===== src/rtl/pong_pkg.sv =====
// Constants and types shared by the pong datapath.
// The field geometry lives here so ball_motion and the plate finder agree on walls and centre.
package pong_pkg;

  localparam int WIDTH        = 16;
  localparam int BIT_OF_WIDTH = 4;

  // Ball rows/cols run MIN_POS..MAX_POS; row/col 0 and WIDTH-1 are walls/paddle columns.
  localparam int MIN_POS = 1;
  localparam int MAX_POS = WIDTH - 2;
  localparam int CENTRE  = WIDTH / 2 - 1;

  typedef logic [BIT_OF_WIDTH-1:0] coord_t;
  typedef logic [BIT_OF_WIDTH:0]   coord_ext_t;

  typedef struct packed {
    coord_t x;
    coord_t y;
  } pos_t;

  typedef enum logic [1:0] {
    ST_IDLE = 2'd0,
    ST_RUN  = 2'd1,
    ST_MISS = 2'd2
  } state_e;

  // One extra bit keeps a paddle near the bottom wall from wrapping onto the top rows.
  function automatic logic paddle_covers(input coord_t pad_y, input coord_t y,
                                         input int unsigned len);
    coord_ext_t top_row;
    coord_ext_t bot_row;
    coord_ext_t row;
    top_row = {1'b0, pad_y};
    bot_row = top_row + coord_ext_t'(len - 1);
    row     = {1'b0, y};
    return (row >= top_row) && (row <= bot_row);
  endfunction

endpackage


===== src/rtl/step_timer.sv =====
// Divides the clock down to one ball-step strobe every STEP_DIV clocks while enabled.
// clear holds the count at zero so a serve always starts a fresh step period.
module step_timer #(
  parameter int STEP_DIV = 4
) (
  input  logic clk,
  input  logic rst,
  input  logic clear,
  input  logic en,
  output logic step
);

  localparam int CW = (STEP_DIV > 1) ? $clog2(STEP_DIV) : 1;
  localparam logic [CW-1:0] LAST = CW'(STEP_DIV - 1);

  logic [CW-1:0] cnt_q, cnt_d;

  // NOTE: every signal written here gets a default first, so no latch can be inferred.
  always_comb begin
    cnt_d = cnt_q;
    step  = 1'b0;
    if (clear) begin
      cnt_d = '0;
    end else if (en) begin
      if (cnt_q == LAST) begin
        cnt_d = '0;
        step  = 1'b1;
      end else begin
        cnt_d = cnt_q + 1'b1;
      end
    end
  end

  // NOTE: state registers use non-blocking assignments so every flop samples pre-edge values.
  always_ff @(posedge clk or posedge rst) begin
    if (rst) begin
      cnt_q <= '0;
    end else begin
      cnt_q <= cnt_d;
    end
  end

endmodule


===== src/rtl/ball_motion.sv =====
// Ball position generator: steps diagonally, reflects off walls and paddles, flags misses.
// Feeds the plate finder/renderer with {x,y} and a one-cycle pos_valid per move.
module ball_motion
  import pong_pkg::*;
#(
  parameter int          STEP_DIV   = 4,
  parameter int unsigned PADDLE_LEN = 4
) (
  input  logic                      clk,
  input  logic                      rst,
  input  logic                      start,
  input  logic [BIT_OF_WIDTH-1:0]   lpad_y,
  input  logic [BIT_OF_WIDTH-1:0]   rpad_y,
  output logic [2*BIT_OF_WIDTH-1:0] pos,
  output logic                      pos_valid,
  output logic                      miss_left,
  output logic                      miss_right,
  output logic                      running
);

  localparam coord_t MIN_C = coord_t'(MIN_POS);
  localparam coord_t MAX_C = coord_t'(MAX_POS);
  localparam coord_t CEN_C = coord_t'(CENTRE);

  state_e state_q, state_d;
  pos_t   pos_q, pos_d;
  logic   dx_q, dx_d;
  logic   dy_q, dy_d;
  logic   pos_valid_q, pos_valid_d;
  logic   miss_left_q, miss_left_d;
  logic   miss_right_q, miss_right_d;
  logic   running_q, running_d;

  logic   in_run;
  logic   step;

  assign in_run = (state_q == ST_RUN);

  step_timer #(
    .STEP_DIV(STEP_DIV)
  ) u_step_timer (
    .clk  (clk),
    .rst  (rst),
    .clear(!in_run),
    .en   (in_run),
    .step (step)
  );

  // Vertical motion: bounce off the top/bottom walls.
  coord_t y_nxt;
  logic   dy_nxt;

  always_comb begin
    y_nxt  = pos_q.y;
    dy_nxt = dy_q;
    if (!dy_q && pos_q.y == MIN_C) begin
      y_nxt  = MIN_C + 1'b1;
      dy_nxt = 1'b1;
    end else if (dy_q && pos_q.y == MAX_C) begin
      y_nxt  = MAX_C - 1'b1;
      dy_nxt = 1'b0;
    end else if (dy_q) begin
      y_nxt = pos_q.y + 1'b1;
    end else begin
      y_nxt = pos_q.y - 1'b1;
    end
  end

  // Horizontal motion: paddle hit tests use the row the ball occupies now.
  logic   lhit, rhit;
  logic   miss_l, miss_r;
  coord_t x_nxt;
  logic   dx_nxt;

  assign lhit = paddle_covers(lpad_y, pos_q.y, PADDLE_LEN);
  assign rhit = paddle_covers(rpad_y, pos_q.y, PADDLE_LEN);

  always_comb begin
    x_nxt  = pos_q.x;
    dx_nxt = dx_q;
    miss_l = 1'b0;
    miss_r = 1'b0;
    if (!dx_q && pos_q.x == MIN_C) begin
      if (lhit) begin
        x_nxt  = MIN_C + 1'b1;
        dx_nxt = 1'b1;
      end else begin
        miss_l = 1'b1;
      end
    end else if (dx_q && pos_q.x == MAX_C) begin
      if (rhit) begin
        x_nxt  = MAX_C - 1'b1;
        dx_nxt = 1'b0;
      end else begin
        miss_r = 1'b1;
      end
    end else if (dx_q) begin
      x_nxt = pos_q.x + 1'b1;
    end else begin
      x_nxt = pos_q.x - 1'b1;
    end
  end

  always_comb begin
    state_d      = state_q;
    pos_d        = pos_q;
    dx_d         = dx_q;
    dy_d         = dy_q;
    pos_valid_d  = 1'b0;
    miss_left_d  = 1'b0;
    miss_right_d = 1'b0;
    case (state_q)
      ST_IDLE: begin
        if (start) begin
          state_d = ST_RUN;
        end
      end
      ST_RUN: begin
        if (step) begin
          if (miss_l || miss_r) begin
            // Re-serve from centre toward the side that just missed; vertical heading is kept.
            state_d      = ST_MISS;
            pos_d.x      = CEN_C;
            pos_d.y      = CEN_C;
            dx_d         = miss_r;
            miss_left_d  = miss_l;
            miss_right_d = miss_r;
          end else begin
            pos_d.x     = x_nxt;
            pos_d.y     = y_nxt;
            dx_d        = dx_nxt;
            dy_d        = dy_nxt;
            pos_valid_d = 1'b1;
          end
        end
      end
      ST_MISS: begin
        state_d = ST_IDLE;
      end
      default: begin
        state_d = ST_IDLE;
      end
    endcase
    running_d = (state_d == ST_RUN);
  end

  always_ff @(posedge clk or posedge rst) begin
    if (rst) begin
      state_q      <= ST_IDLE;
      pos_q.x      <= CEN_C;
      pos_q.y      <= CEN_C;
      dx_q         <= 1'b1;
      dy_q         <= 1'b1;
      pos_valid_q  <= 1'b0;
      miss_left_q  <= 1'b0;
      miss_right_q <= 1'b0;
      running_q    <= 1'b0;
    end else begin
      state_q      <= state_d;
      pos_q        <= pos_d;
      dx_q         <= dx_d;
      dy_q         <= dy_d;
      pos_valid_q  <= pos_valid_d;
      miss_left_q  <= miss_left_d;
      miss_right_q <= miss_right_d;
      running_q    <= running_d;
    end
  end

  assign pos        = pos_q;
  assign pos_valid  = pos_valid_q;
  assign miss_left  = miss_left_q;
  assign miss_right = miss_right_q;
  assign running    = running_q;

endmodule


===== config.mk =====
export PLATFORM = sky130hd
export DESIGN_NAME = ball_motion
export DESIGN_NICKNAME = d
export VERILOG_FILES = /design/src/rtl/pong_pkg.sv /design/src/rtl/step_timer.sv /design/src/rtl/ball_motion.sv
export SDC_FILE = /design/constraint.sdc
export NUM_CORES = 1
export LEC_CHECK = 0
export CORE_ASPECT_RATIO = 0.75
export CORE_MARGIN = 3
export CORE_UTILIZATION = 41
export DETAILED_ROUTE_END_ITERATION = 12
export GPL_TIMING_DRIVEN = 0
export PLACE_DENSITY_LB_ADDON = 0.15
export SLEW_MARGIN = 20
export SYNTH_ARGS = -nofsm -noshare
export SYNTH_HDL_FRONTEND = slang
export SYNTH_SLANG_ARGS = --single-unit

===== constraint.sdc =====
create_clock -name clk -period 4.59 [get_ports clk]
set_clock_uncertainty 0.15 [all_clocks]
set_input_delay 0.459 -clock clk [delete_from_list [all_inputs] [get_ports clk]]
set_output_delay 0.459 -clock clk [all_outputs]
set_load 0.005 [all_outputs]

==> flow_summary_export.csv <==
group,metric,value,unit
routing,drt_iter0_drc,44,
worst_setup_path,cp-end-kind,"register",
clock_network,htree_levels,1,
clock_network,numCtsBuffers,3,
routing,wl,3233,µm
die,die_width,76.05,µm
cells_and_area,antenna_cells,0,
synthesis,synth_cell_type_count,46,
sta,rsz0062_at_grt,"no",
placement,post_dp_cell_area,1792,µm²
die,initial_core_util,0.4437,
worst_setup_path,r2r_start,"pos[0]",
routing,antenna_left,0,
sta,setup_violations,0,
worst_setup_path,crit_type,"primary input to register",
synthesis,synthCells,164,
cells_and_area,seqCellArea,460.4,µm²
die,core_region_area,3401,µm²
cells_and_area,layout-drive-gt1-share,0.1000,
die,die-area,4452,µm²
sta,slew_viol_final,0,
synthesis,synth_edf_count,0,
cells_and_area,finalNonFillerCells,240,
clock_network,path_clk_slew,0.07,ns
clock_network,clk_latency,0.25,ns
die,io_pins,23,
synthesis,post-synth-top-area-cell,"ha_1",
synthesis,netlist_top_cells_area,"ha_1 (22%), dfrtp_1 (17%), dfstp_2 (14%)",
cells_and_area,finalNetCount,229,
worst_setup_path,ff2ff_path_depth,8,
routing,detail_route.vias_per_cell,5.317,
sta,relSlewSlack,0.5665,
power_and_ir_drop,p_seq_frac,0.315,
synthesis,synth-async-reset-ratio,1.000,
worst_setup_path,startpoint,"lpad_y[0]",
grt,grt_pass1_wl,5561,µm
power_and_ir_drop,comb_power_share,0.576,
sta,fin_crit,3.055,ns
outcome,status,"complete, no violations",
power_and_ir_drop,leakage,0.8111,nW
worst_setup_path,path_max_fanout,7,
power_and_ir_drop,p_int,0.5947,mW
sta,clock.fmax,0.3274,GHz
power_and_ir_drop,swShare,0.4171,
clock_network,clockRootBuffer,"clkbuf_8",
synthesis,synth_flop_cell,"dfrtp_1",
cells_and_area,multi_input_area,957.2,µm²
grt,antenna_found_initial,0,
worst_setup_path,critPathRequiredTime,4.58,ns
worst_hold_path,hold_start,"u_step_timer.cnt_q[0]",
cells_and_area,synthToLayoutAreaGrowth,21.72,%
routing,drc,0,
synthesis,syn_area,1509,µm²
clock_network,postCtsSetupBuffers,0,
routing,post_drt_wl_per_cell,13.47,µm
clock_network,ctsHoldBuffers,0,
sta,fin_crit_sh,0.6655,
die,num_rows,18,
cells_and_area,fillers,311,
sta,setup_tns,0,ns
power_and_ir_drop,irDropWorstVdd,0.2902,mV
placement,numPortBuffers,22,
flow_run,cap_violations,0,
grt,overflow,0,
worst_setup_path,r2r_slack,1.94,ns
clock_network,cts_tree,"built",
clock_network,ctsResizeCount,0,
worst_setup_path,endpoint,"pos[7]",
worst_setup_path,worst_setup_path_start_kind,"primary input",
synthesis,synth_commonest_cells,"ha_1 (27), inv_1 (17), nand2_1 (11), nor2_1 (11), dfrtp_1 (10)",
grt,grt_use_total,0.1514,
placement,hpwl,2556,µm
sta,hold_viol,0,
worst_setup_path,reg2reg_to,"pos[7]",
cells_and_area,stdcell_area,1837,µm²
synthesis,syn-num-nets,202,
synthesis,syn_area_per_cell,9.201,µm²
grt,grt_max_degree,19,
synthesis,synth_top_area_frac,0.2239,
power_and_ir_drop,powerDensity,555.4,nW/µm²
power_and_ir_drop,p_total,1.020,mW
synthesis,ys.warnings.count,0,
placement,place.gp.congestion,0.8767,
clock_network,clock_sinks,18,
worst_hold_path,hold_class,"register to register",
grt,grt_pass1_vias,1228,
power_and_ir_drop,clkPwrFrac,0.110,
clock_network,clk_path_buf_depth,2,
power_and_ir_drop,p_sw,0.4255,mW
die,die_y,58.54,µm
cells_and_area,final_core_util,0.5401,
worst_setup_path,arrival,3.04,ns
synthesis,yosysSeqAreaShare,0.3051,
placement,dp_cells,236,
sta,tightestPinTransition,0.6496,ns
synthesis,yosysMostFrequentCell,"ha_1",
synthesis,synth-seq-cells,18,
routing,vias,1276,
routing,dr.pass1.iters,4,
cells by family (layout without fill, tap and decap cells):
logic type,Yosys count,after routing,synth area share
XOR/XNOR,4,4,0.02322
AO/OA/AOI/OAI,42,42,0.1965
AND/OR/NAND/NOR,50,50,0.1832
buffers and inverters,22,48,0.06053
flip-flops,18,18,0.3051
adder cells (fa/ha/maj),27,27,0.2239
multiplexers,1,1,0.007462
worst min path at each step:
stage | end | slack, ns | cells after the start
floorplan | miss_left | 0.24 | 1
global placement | u_step_timer.cnt_q[0] | 0.27 | 1
detailed placement | u_step_timer.cnt_q[0] | 0.29 | 1
CTS | u_step_timer.cnt_q[0] | 0.30 | 1
global route | state_q[0] | 0.34 | 1
finish | u_step_timer.cnt_q[0] | 0.30 | 1
flip-flops by register name, summed over array words and instances (netlist names):
signal and flops:
miss_right 1, pos 8, state_q 2, running 1, dy_q 1, pos_valid 1, miss_left 1, dx_q 1
u_step_timer.cnt_q 2
per-layer routing:
layer | GRT usage | up-vias | share of wire
li1 | - | 651 | -
met1 | 0.2069 | 601 | 0.52
met4 | 0.01809 | 0 | 0
met3 | 0.03976 | 0 | 0.044
met5 | 0 | - | 0
met2 | 0.2525 | 24 | 0.44
power by group through the flow:
| stage | sequential (mW) | combinational [mW] | clock [mW] |
|---|---|---|---|
| after detailed placement | 0.325 | 0.586 | 0 |
| after global placement | 0.323 | 0.566 | 0 |
| after global routing | 0.336 | 0.666 | 0.122 |
| after CTS | 0.323 | 0.591 | 0.115 |
| final | 0.321 | 0.587 | 0.112 |
| after floorplan | 0.309 | 0.403 | 0 |
through the flow:
step,hold slack [ns],setup WS [ns]
detailed placement,0.2875,1.285
CTS,0.2964,1.561
global route,0.3372,1.351
global placement,0.2724,1.384
floorplan,0.2417,2.180
finish,0.2990,1.535
area by class of cell:
type	instances	area share
plain buffers	5	0.01499
clock buffers	4	0.02452
inverters	17	0.03474
multi-input cells	124	0.5211
flip-flops and latches	18	0.2507
well taps	50	0.03406
repair buffers	22	0.1199
layout by cell type (no fill, tap or decap), drive strengths merged, types with 2 or more instances in the layout:
cell           synthesis  layout
ha                    27      27
clkdlybuf4s50          0      22
inv                   17      17
nand2                 11      11
nor2                  11      11
dfrtp                 10      10
o21ai                  8       8
a21oi                  8       8
dfstp                  8       8
clkbuf                 4       8
nand3                  5       5
nor2b                  4       4
nand4                  4       4
o211ai                 4       4
nor3b                  3       3
a31oi                  3       3
and2                   3       3
nand3b                 2       2
nor3                   2       2
o22ai                  2       2
a2bb2oi                2       2
xor2                   2       2
xnor2                  2       2
a311oi                 2       2
worst max-delay path, cell delays in order:
cell and delay [ns]:
clkdlybuf4s50_1 0.51, inv_1 0.08, ha_1 0.31, ha_1 0.29
nor2b_1 0.14, o211ai_1 0.15, a21oi_1 0.11, a31oi_2 0.36
nand2_1 0.27, o41ai_1 0.36
No activity file was read; power rests on OpenSTA's default activity.
